File: src/rtl/mac_pkg.sv
// Shared definitions for the MAC divider slice: default widths, FSM states
// and saturation constants at the default quotient width.
package mac_pkg;

    localparam int DEF_FEAT_BIT   = 16;
    localparam int DEF_WEIGHT_BIT = 8;
    localparam int DEF_OUT_BIT    = 32;

    typedef enum logic [1:0] {
        IDLE = 2'd0,
        CALC = 2'd1,
        FIX  = 2'd2,
        DONE = 2'd3
    } state_t;

    localparam logic [DEF_FEAT_BIT-1:0] SAT_POS = {1'b0, {(DEF_FEAT_BIT-1){1'b1}}};
    localparam logic [DEF_FEAT_BIT-1:0] SAT_NEG = {1'b1, {(DEF_FEAT_BIT-1){1'b0}}};

endpackage

File: src/rtl/mac_sign_mag.sv
// Conditional two's-complement negate: abs() when neg is the value's own
// sign bit, sign application when neg is the desired result sign.
module mac_sign_mag #(
    parameter int W = 8
) (
    input  logic [W-1:0] value,
    input  logic         neg,
    output logic [W-1:0] result
);

    assign result = neg ? (~value + 1'b1) : value;

endmodule

File: src/rtl/mac_seq_divider.sv
// Sequential signed restoring divider, one quotient bit per cycle.
// Quotient truncates toward zero and saturates; remainder follows the dividend.
module mac_seq_divider
    import mac_pkg::*;
#(
    parameter int FEAT_BIT   = DEF_FEAT_BIT,
    parameter int WEIGHT_BIT = DEF_WEIGHT_BIT,
    parameter int OUT_BIT    = DEF_OUT_BIT
) (
    input  logic                  clk,
    input  logic                  rst,
    input  logic                  in_valid,
    output logic                  in_ready,
    input  logic [OUT_BIT-1:0]    dividend,
    input  logic [WEIGHT_BIT-1:0] divisor,
    output logic                  out_valid,
    input  logic                  out_ready,
    output logic [FEAT_BIT-1:0]   quotient,
    output logic [WEIGHT_BIT-1:0] remainder,
    output logic                  div_by_zero,
    output logic                  overflow
);

    localparam int                  CNT_W     = $clog2(OUT_BIT);
    localparam logic [CNT_W-1:0]    CNT_LAST  = CNT_W'(OUT_BIT - 1);
    localparam logic [OUT_BIT-1:0]  Q_POS_LIM = OUT_BIT'((64'd1 << (FEAT_BIT - 1)) - 64'd1);
    localparam logic [OUT_BIT-1:0]  Q_NEG_LIM = OUT_BIT'(64'd1 << (FEAT_BIT - 1));
    localparam logic [FEAT_BIT-1:0] Q_SAT_POS = {1'b0, {(FEAT_BIT-1){1'b1}}};
    localparam logic [FEAT_BIT-1:0] Q_SAT_NEG = {1'b1, {(FEAT_BIT-1){1'b0}}};

    state_t state, state_next;

    // dd_mag shifts dividend magnitude out of the top and quotient bits in at the bottom
    logic [OUT_BIT-1:0]    dd_mag;
    logic [WEIGHT_BIT:0]   rem;
    logic [WEIGHT_BIT-1:0] dv_mag;
    logic [CNT_W-1:0]      count;
    logic                  sign_dd;
    logic                  sign_dv;

    logic [OUT_BIT-1:0]    dd_abs;
    logic [WEIGHT_BIT-1:0] dv_abs;
    logic [WEIGHT_BIT+1:0] rem_wide;
    logic [WEIGHT_BIT:0]   rem_diff;
    logic [WEIGHT_BIT:0]   rem_step;
    logic                  q_bit;
    logic                  q_neg;
    logic                  q_ovf;
    logic [FEAT_BIT-1:0]   q_signed;
    logic [WEIGHT_BIT-1:0] r_signed;

    mac_sign_mag #(.W(OUT_BIT)) u_dd_abs (
        .value  (dividend),
        .neg    (dividend[OUT_BIT-1]),
        .result (dd_abs)
    );

    mac_sign_mag #(.W(WEIGHT_BIT)) u_dv_abs (
        .value  (divisor),
        .neg    (divisor[WEIGHT_BIT-1]),
        .result (dv_abs)
    );

    // Only the low FEAT_BIT bits are negated: whenever the result is not
    // saturated, |q| <= 2^(FEAT_BIT-1) and the truncated negate is exact.
    mac_sign_mag #(.W(FEAT_BIT)) u_q_fix (
        .value  (dd_mag[FEAT_BIT-1:0]),
        .neg    (q_neg),
        .result (q_signed)
    );

    mac_sign_mag #(.W(WEIGHT_BIT)) u_r_fix (
        .value  (rem[WEIGHT_BIT-1:0]),
        .neg    (sign_dd),
        .result (r_signed)
    );

    // One restoring step plus the overflow test on the finished magnitude
    always_comb begin
        rem_wide = {rem, dd_mag[OUT_BIT-1]};
        rem_diff = rem_wide[WEIGHT_BIT:0] - {1'b0, dv_mag};
        q_bit    = (rem_wide >= {2'b00, dv_mag});
        rem_step = q_bit ? rem_diff : rem_wide[WEIGHT_BIT:0];
        q_neg    = sign_dd ^ sign_dv;
        q_ovf    = q_neg ? (dd_mag > Q_NEG_LIM) : (dd_mag > Q_POS_LIM);
    end

    // State register
    always_ff @(posedge clk) begin
        if (rst) state <= IDLE;
        else     state <= state_next;
    end

    // Next-state logic and input handshake
    always_comb begin
        state_next = state;
        in_ready   = 1'b0;
        case (state)
            IDLE: begin
                in_ready = 1'b1;
                if (in_valid) state_next = (divisor == '0) ? DONE : CALC;
            end
            CALC:    if (count == '0) state_next = FIX;
            FIX:     state_next = DONE;
            DONE:    if (out_valid && out_ready) state_next = IDLE;
            default: state_next = IDLE;
        endcase
    end

    // Operand capture, iteration datapath and registered results
    always_ff @(posedge clk) begin
        if (rst) begin
            out_valid   <= 1'b0;
            quotient    <= '0;
            remainder   <= '0;
            div_by_zero <= 1'b0;
            overflow    <= 1'b0;
            dd_mag      <= '0;
            rem         <= '0;
            dv_mag      <= '0;
            count       <= '0;
            sign_dd     <= 1'b0;
            sign_dv     <= 1'b0;
        end else begin
            case (state)
                IDLE: begin
                    if (in_valid) begin
                        dd_mag  <= dd_abs;
                        dv_mag  <= dv_abs;
                        rem     <= '0;
                        count   <= CNT_LAST;
                        sign_dd <= dividend[OUT_BIT-1];
                        sign_dv <= divisor[WEIGHT_BIT-1];
                        if (divisor == '0) begin
                            quotient    <= '0;
                            remainder   <= dividend[WEIGHT_BIT-1:0];
                            div_by_zero <= 1'b1;
                            overflow    <= 1'b0;
                        end
                    end
                end
                CALC: begin
                    dd_mag <= {dd_mag[OUT_BIT-2:0], q_bit};
                    rem    <= rem_step;
                    count  <= count - 1'b1;
                end
                FIX: begin
                    quotient    <= q_ovf ? (q_neg ? Q_SAT_NEG : Q_SAT_POS) : q_signed;
                    remainder   <= r_signed;
                    div_by_zero <= 1'b0;
                    overflow    <= q_ovf;
                end
                DONE: begin
                    // out_valid is raised one cycle after entering DONE
                    if (!out_valid) begin
                        out_valid <= 1'b1;
                    end else if (out_ready) begin
                        out_valid   <= 1'b0;
                        div_by_zero <= 1'b0;
                        overflow    <= 1'b0;
                    end
                end
                default: ;
            endcase
        end
    end

endmodule
File: config.mk
export PLATFORM = sky130hd
export DESIGN_NAME = mac_seq_divider
export DESIGN_NICKNAME = d
export VERILOG_FILES = /design/src/rtl/mac_pkg.sv /design/src/rtl/mac_sign_mag.sv /design/src/rtl/mac_seq_divider.sv
export SDC_FILE = /design/constraint.sdc
export NUM_CORES = 1
export LEC_CHECK = 0
export CAP_MARGIN = 15
export CORE_ASPECT_RATIO = 1.2
export CORE_UTILIZATION = 55
export CTS_CLUSTER_DIAMETER = 200
export CTS_CLUSTER_SIZE = 14
export DETAILED_ROUTE_END_ITERATION = 6
export PLACE_DENSITY = 0.79
export SKIP_CTS_REPAIR_TIMING = 1
export SLEW_MARGIN = 0
export SYNTH_ARGS = -nofsm -noshare
export SYNTH_HDL_FRONTEND = slang
export SYNTH_SLANG_ARGS = --single-unit
File: constraint.sdc
create_clock -name clk -period 4.9 [get_ports clk]
set_input_delay 1.225 -clock clk [delete_from_list [all_inputs] [get_ports clk]]
set_output_delay 1.225 -clock clk [all_outputs]
set_load 0.05 [all_outputs]
### Word level (Yosys, flattened, before mapping)

Cells that the tools add are included.

| storage, ports and cells | value |
|---|---|
| bits in registers | 85 |
| word-level logic and storage cells | 83 |
| output and inout bits | 28 |

| operators by class | value |
|---|---|
| magnitude comparators | 3 |
| muxes and demuxes | 36 |
| equality and inequality tests | 9 |
| reductions and logical operators | 12 |
| bitwise gates (word level) | 5 |
| add/subtract/negate cells | 6 |

Operators by type and width:

| cell | count |
|---|---|
| 2-to-1 mux 16 bit | 5 |
| 2-to-1 mux 32 bit | 2 |
| one-hot mux 32 bit (2 select lines) | 1 |
| adder 32 x 1 -> 32 bit (second input constant) | 1 |
| > comparator 32 x 15 -> 1 bit (second input constant) | 1 |
| > comparator 32 x 16 -> 1 bit (second input constant) | 1 |
| 2-to-1 mux 8 bit | 4 |
| NOT 32 bit | 1 |
| one-hot mux 16 bit (2 select lines) | 1 |
| 2-to-1 mux 9 bit | 2 |
| one-hot mux 9 bit (2 select lines) | 1 |
| adder 16 x 1 -> 16 bit (second input constant) | 1 |
| adder 8 x 1 -> 8 bit (second input constant) | 2 |
| NOT 16 bit | 1 |
| NOT 8 bit | 2 |
| one-hot mux 8 bit (2 select lines) | 1 |
| inequality test 2 bit (second input constant) | 6 |
| greater-or-equal comparator 10 x 8 -> 1 bit | 1 |
| 2-to-1 mux 1 bit | 10 |
| one-hot mux 5 bit (2 select lines) | 1 |
| subtractor 9 x 8 -> 9 bit | 1 |
| logical NOT 8 bit | 1 |
| 2-to-1 mux 2 bit | 4 |
| one-hot mux 2 bit (4 select lines) | 1 |
| other kinds (14) | 19 |

### Depth between registers and ports, before layout

| logic depth | value |
|---|---|
| depth after elaboration | 5 |
| depth in mapped cells | 10 |
| depth with buffers taken out | 9 |

### By module

From an unflattened synthesis, not the netlist that was laid out.

| second synthesis, totals | value |
|---|---|
| cell total of the unflattened synthesis | 637 |
| area total of the unflattened synthesis | 5434.0 µm² |

Modules (own cells, without submodules):

| module | instances | area an instance (µm²) | cells each |
|---|---|---|---|
| mac_seq_divider | 1 | 3981.3 | 449 |
| mac_sign_mag at u_dd_abs | 1 | 777.0 | 99 |
| mac_sign_mag at u_dv_abs ... | 2 | 171.4 | 21 |
| mac_sign_mag at u_q_fix | 1 | 332.8 | 47 |

### Worst setup path after synthesis

Ideal clock, no wire load.

| path | value |
|---|---|
| path type | input -> register |
| from | input port dividend[0] |
| to | register dd_mag[14] |
| library setup time | 0.067 ns |
| slack | 1.635 ns |
| required time | 4.833 ns |
| path buffers | 2 |
| arrival | 3.198 ns |
| cell stages on the path | 9 |
| path through | inv_1 -> ha_1 -> or4b_1 -> buf_6 -> or3_1 -> buf_2 -> o311a_1 -> o41a_1 -> o21ai_2 |

| on the way | value |
|---|---|
| cells in the longest elaborated chain, start to end | 5 |

Ends and longest elaborated chain:

| item | line | source |
|---|---|---|
| start, declared | mac_seq_divider.sv:14 | `input logic [OUT_BIT-1:0] dividend,` |
| NOT 32 bit | mac_sign_mag.sv:11 | `assign result = neg ? (~value + 1'b1) : value;` |
| adder 32 x 1 -> 32 bit | mac_sign_mag.sv:11 |  |
| 2-to-1 mux 32 bit | mac_sign_mag.sv:11 |  |
| 2-to-1 mux 32 bit | mac_seq_divider.sv:127 | `if (in_valid) begin` |
| one-hot mux 32 bit (2 select lines) | mac_seq_divider.sv:125 | `case (state)` |
| end signal, assigned | mac_seq_divider.sv:128 | `dd_mag <= dd_abs;` |
| end signal, assigned | mac_seq_divider.sv:143 | `dd_mag <= {dd_mag[OUT_BIT-2:0], q_bit};` |
| end, declared | mac_seq_divider.sv:34 | `logic [OUT_BIT-1:0] dd_mag;` |

Every way passes these cells. The select of a mux whose other input is x is not followed.
A chain may end at the register's enable or synchronous reset.

### Worst setup path in the final report

Same ends and word-level chain as after synthesis.

==> impl_metrics.yaml <==
yosys:
  ys.flop_type: "dfxtp_1"
  ys.warnings.count: 0
  synth_commonest_cells: "dfxtp_1 (85), nand2_1 (85), a21oi_1 (59), nor2_1 (59), clkbuf_1 (38)"
  syn_nets: 792
  avgSynthCellArea_um2: 7.756
  synth_top_area_share_pct: 30.10
  synth.top_cells.by_area: "dfxtp_1 (30%), nand2_1 (5.6%), a21oi_1 (5.2%)"
  synth_cell_types: 67
  netlist_area_mm2: 0.005654
  synth_edf_count: 0
  yosys.area.top_type: "dfxtp_1"
  synth-seq-cells: 85
  ys_seq_area_share_pct: 30.10
  syn_inst: 729
  async_flop_share_pct: 0
power:
  clockPowerShare_pct: 19.6
  vdd_drop_max_v: 0.0004801
  seqPwrFrac_pct: 28.9
  swShare_pct: 45.79
  power_leakage_uw: 0.002378
  power_density_mw_per_mm2: 549.9
  p_int_uw: 1998
  combPwrFrac_pct: 51.4
  p_switching_uw: 1688
critical_path:
  reg2reg_to: "rem[1]"
  criticalPathCategory: "input port to flip-flop"
  cp-start-kind: "input port"
  reg2reg_depth: 9
  critPathLaunch: "dividend[0]"
  timing.critical_path.to: "dd_mag[14]"
  regToRegSetupSlack_ns: 2.02
  path_max_fanout: 10
  critPathArrivalTime_ns: 3.87
  r2r-start: "dd_mag[31]"
  cp.required_ns: 5.19
  endpoint_kind: "flip-flop"
drt:
  route.detailed.drc: 0
  vias: 5695
  first_pass_iters: 5
  route.antenna.remaining_nets: 0
  wire_per_inst_um: 17.49
  routed_wirelength_um: 15760
  drt-initial-drc-count: 396
  via_per_inst: 6.321
timing:
  finalCritPeriodShare_pct: 73.19
  fmax_mhz: 278.8
  tightest_slew_ns: 1.076
  drv_slew: 0
  finClkSkew_ns: 0.004840
  hold_ws_ns: 0.4505
  tns_ns: 0
  slew-limit-headroom_pct: 28.25
  finalCriticalPeriod_ns: 3.586
  rsz0062_at_grt: "false"
  finalSetupViolCount: 0
  hold_viol_final: 0
worst_hold_path:
  hold_depth: 2
  hold_class: "flip-flop to flip-flop"
grt:
  use_met3_pct: 4.906
  grt.met1_usage_pct: 36.29
  track_usage_pct: 30.46
  grt-busiest-layer: "met2"
  grt_pass1_wl_um: 25840
  antenna_found_initial: 0
  grt_max_degree: 57
  use_met2_pct: 51.93
  grt-ovfl-total: 0
  grt_pass1_vias: 5461
floorplan:
  ioPinCount: 72
  die_x_um: 94.56
  rows: 40
  dieHeight_um: 113.1
  die_area_mm2: 0.01069
  start_util_pct: 56.49
  coreArea_mm2: 0.01001
job:
  drv_cap: 0
clocking:
  htreeDepth: 3
  cts_inserted_buffers: 9
  cts.path.max_buffers: 2
  insertion_delay_ns: 0.35
  cts_tree: "done"
  clock-sinks: 85
  path_clk_slew_ns: 0.06
  root_buffer: "clkbuf_16"
placed_design:
  port_buffers: 71
  place.gp.congestion: 0.9294
  dp_hpwl_um: 11300
  placed_cells: 884
finish:
  drive_above_1_share_pct: 6.452
  area_delta_synth_final_pct: 18.54
  antenna_cells: 0
  n_fill_cell: 884
  instances_no_fill: 901
  nNetsFinal: 833
status:
  outcome: "complete, no violations"
## cells in the final DEF (no fill, tap or decap), drive strengths merged, types with 10 or more instances in the layout
| master | instances |
|---|---|
| nor2 | 59 |
| a21oi | 59 |
| a211oi | 19 |
| ha | 18 |
| nor3 | 15 |
| o21ai | 38 |
| xor2 | 33 |
| clkbuf | 14 |
| o211ai | 21 |
| clkdlybuf4s50 | 70 |
| xnor2 | 18 |
| inv | 31 |
| nand3 | 19 |
| dfxtp | 85 |
| a31oi | 10 |
| nand2 | 85 |
| nor4 | 16 |
| o31ai | 14 |
| buf | 10 |
| o41ai | 11 |
## per-stage QoR
step                      area (um2)  power (uW)  setup slack [ns]  util (%)
final                           6703        3686             1.314     66.96
after global placement          6382        2880             1.020     63.76
after floorplan                 5654        2450             1.635         -
after detailed placement        6382        2940            0.9628     63.76
after CTS                       6695        3659             1.322     66.89
after global routing            6703        3919             1.195     66.96
## flip-flops by register name, summed over array words and instances, names as in the netlist
signal / cells
div_by_zero: 1
count: 5
remainder: 8
quotient: 16
sign_dd: 1
dv_mag: 8
dd_mag: 32
out_valid: 1
rem: 9
sign_dv: 1
overflow: 1
state: 2
## how the worst min path moves through the flow
stage | slack [ns] | end | from
final | 0.45 | remainder[5] | remainder[5]
after global routing | 0.47 | quotient[3] | quotient[3]
after detailed placement | 0.44 | quotient[15] | quotient[15]
after global placement | 0.44 | quotient[15] | quotient[15]
after floorplan | 0.43 | dv_mag[7] | dv_mag[7]
after CTS | 0.45 | remainder[5] | remainder[5]
## per-layer routing
| metal | routed length [um] | share of wire [%] |
|---|---|---|
| met5 | 0 | 0 |
| met4 | 516 | 3.3 |
| met3 | 892 | 5.7 |
| met2 | 7990 | 51 |
| met1 | 6359 | 40 |
## power by group through the flow
stage / Sequential, uW / Combinational [uW] / Clock, uW
2_1_floorplan: 1130 / 1320 / 0
3_3_place_gp: 1060 / 1820 / 0
3_5_place_dp: 1070 / 1870 / 0
4_1_cts: 1060 / 1880 / 720
5_1_grt: 1090 / 2080 / 747
6_report: 1070 / 1900 / 724
## worst max-delay path: stages
cell	delay (ns)
clkdlybuf4s50_1	0.50
inv_1	0.10
ha_1	0.18
or4b_1	0.44
buf_4	0.20
or3_1	0.42
o311a_1	0.32
o41a_1	0.38
o21ai_2	0.10
## area by class of cell
class | count | area (um2) | area share, %
clock buffer | 13 | 270.3 | 4.032
sequential | 85 | 1702 | 25.39
multi-input combinational | 562 | 3633 | 54.21
clock inverter | 3 | 42.54 | 0.6347
tap | 126 | 157.7 | 2.352
inverter | 31 | 116.4 | 1.736
timing repair buffer | 81 | 780.7 | 11.65
## cells by family after synthesis
group	Yosys count	share of synthesized area [%]
buf+inv	82	5.842
simple gates	254	22.08
fa+ha+maj	19	4.337
compound gates	229	28.13
mux	9	1.615
flops	85	30.10
xor+xnor	51	7.900
Note: power is estimated with default switching activity, not from simulation.
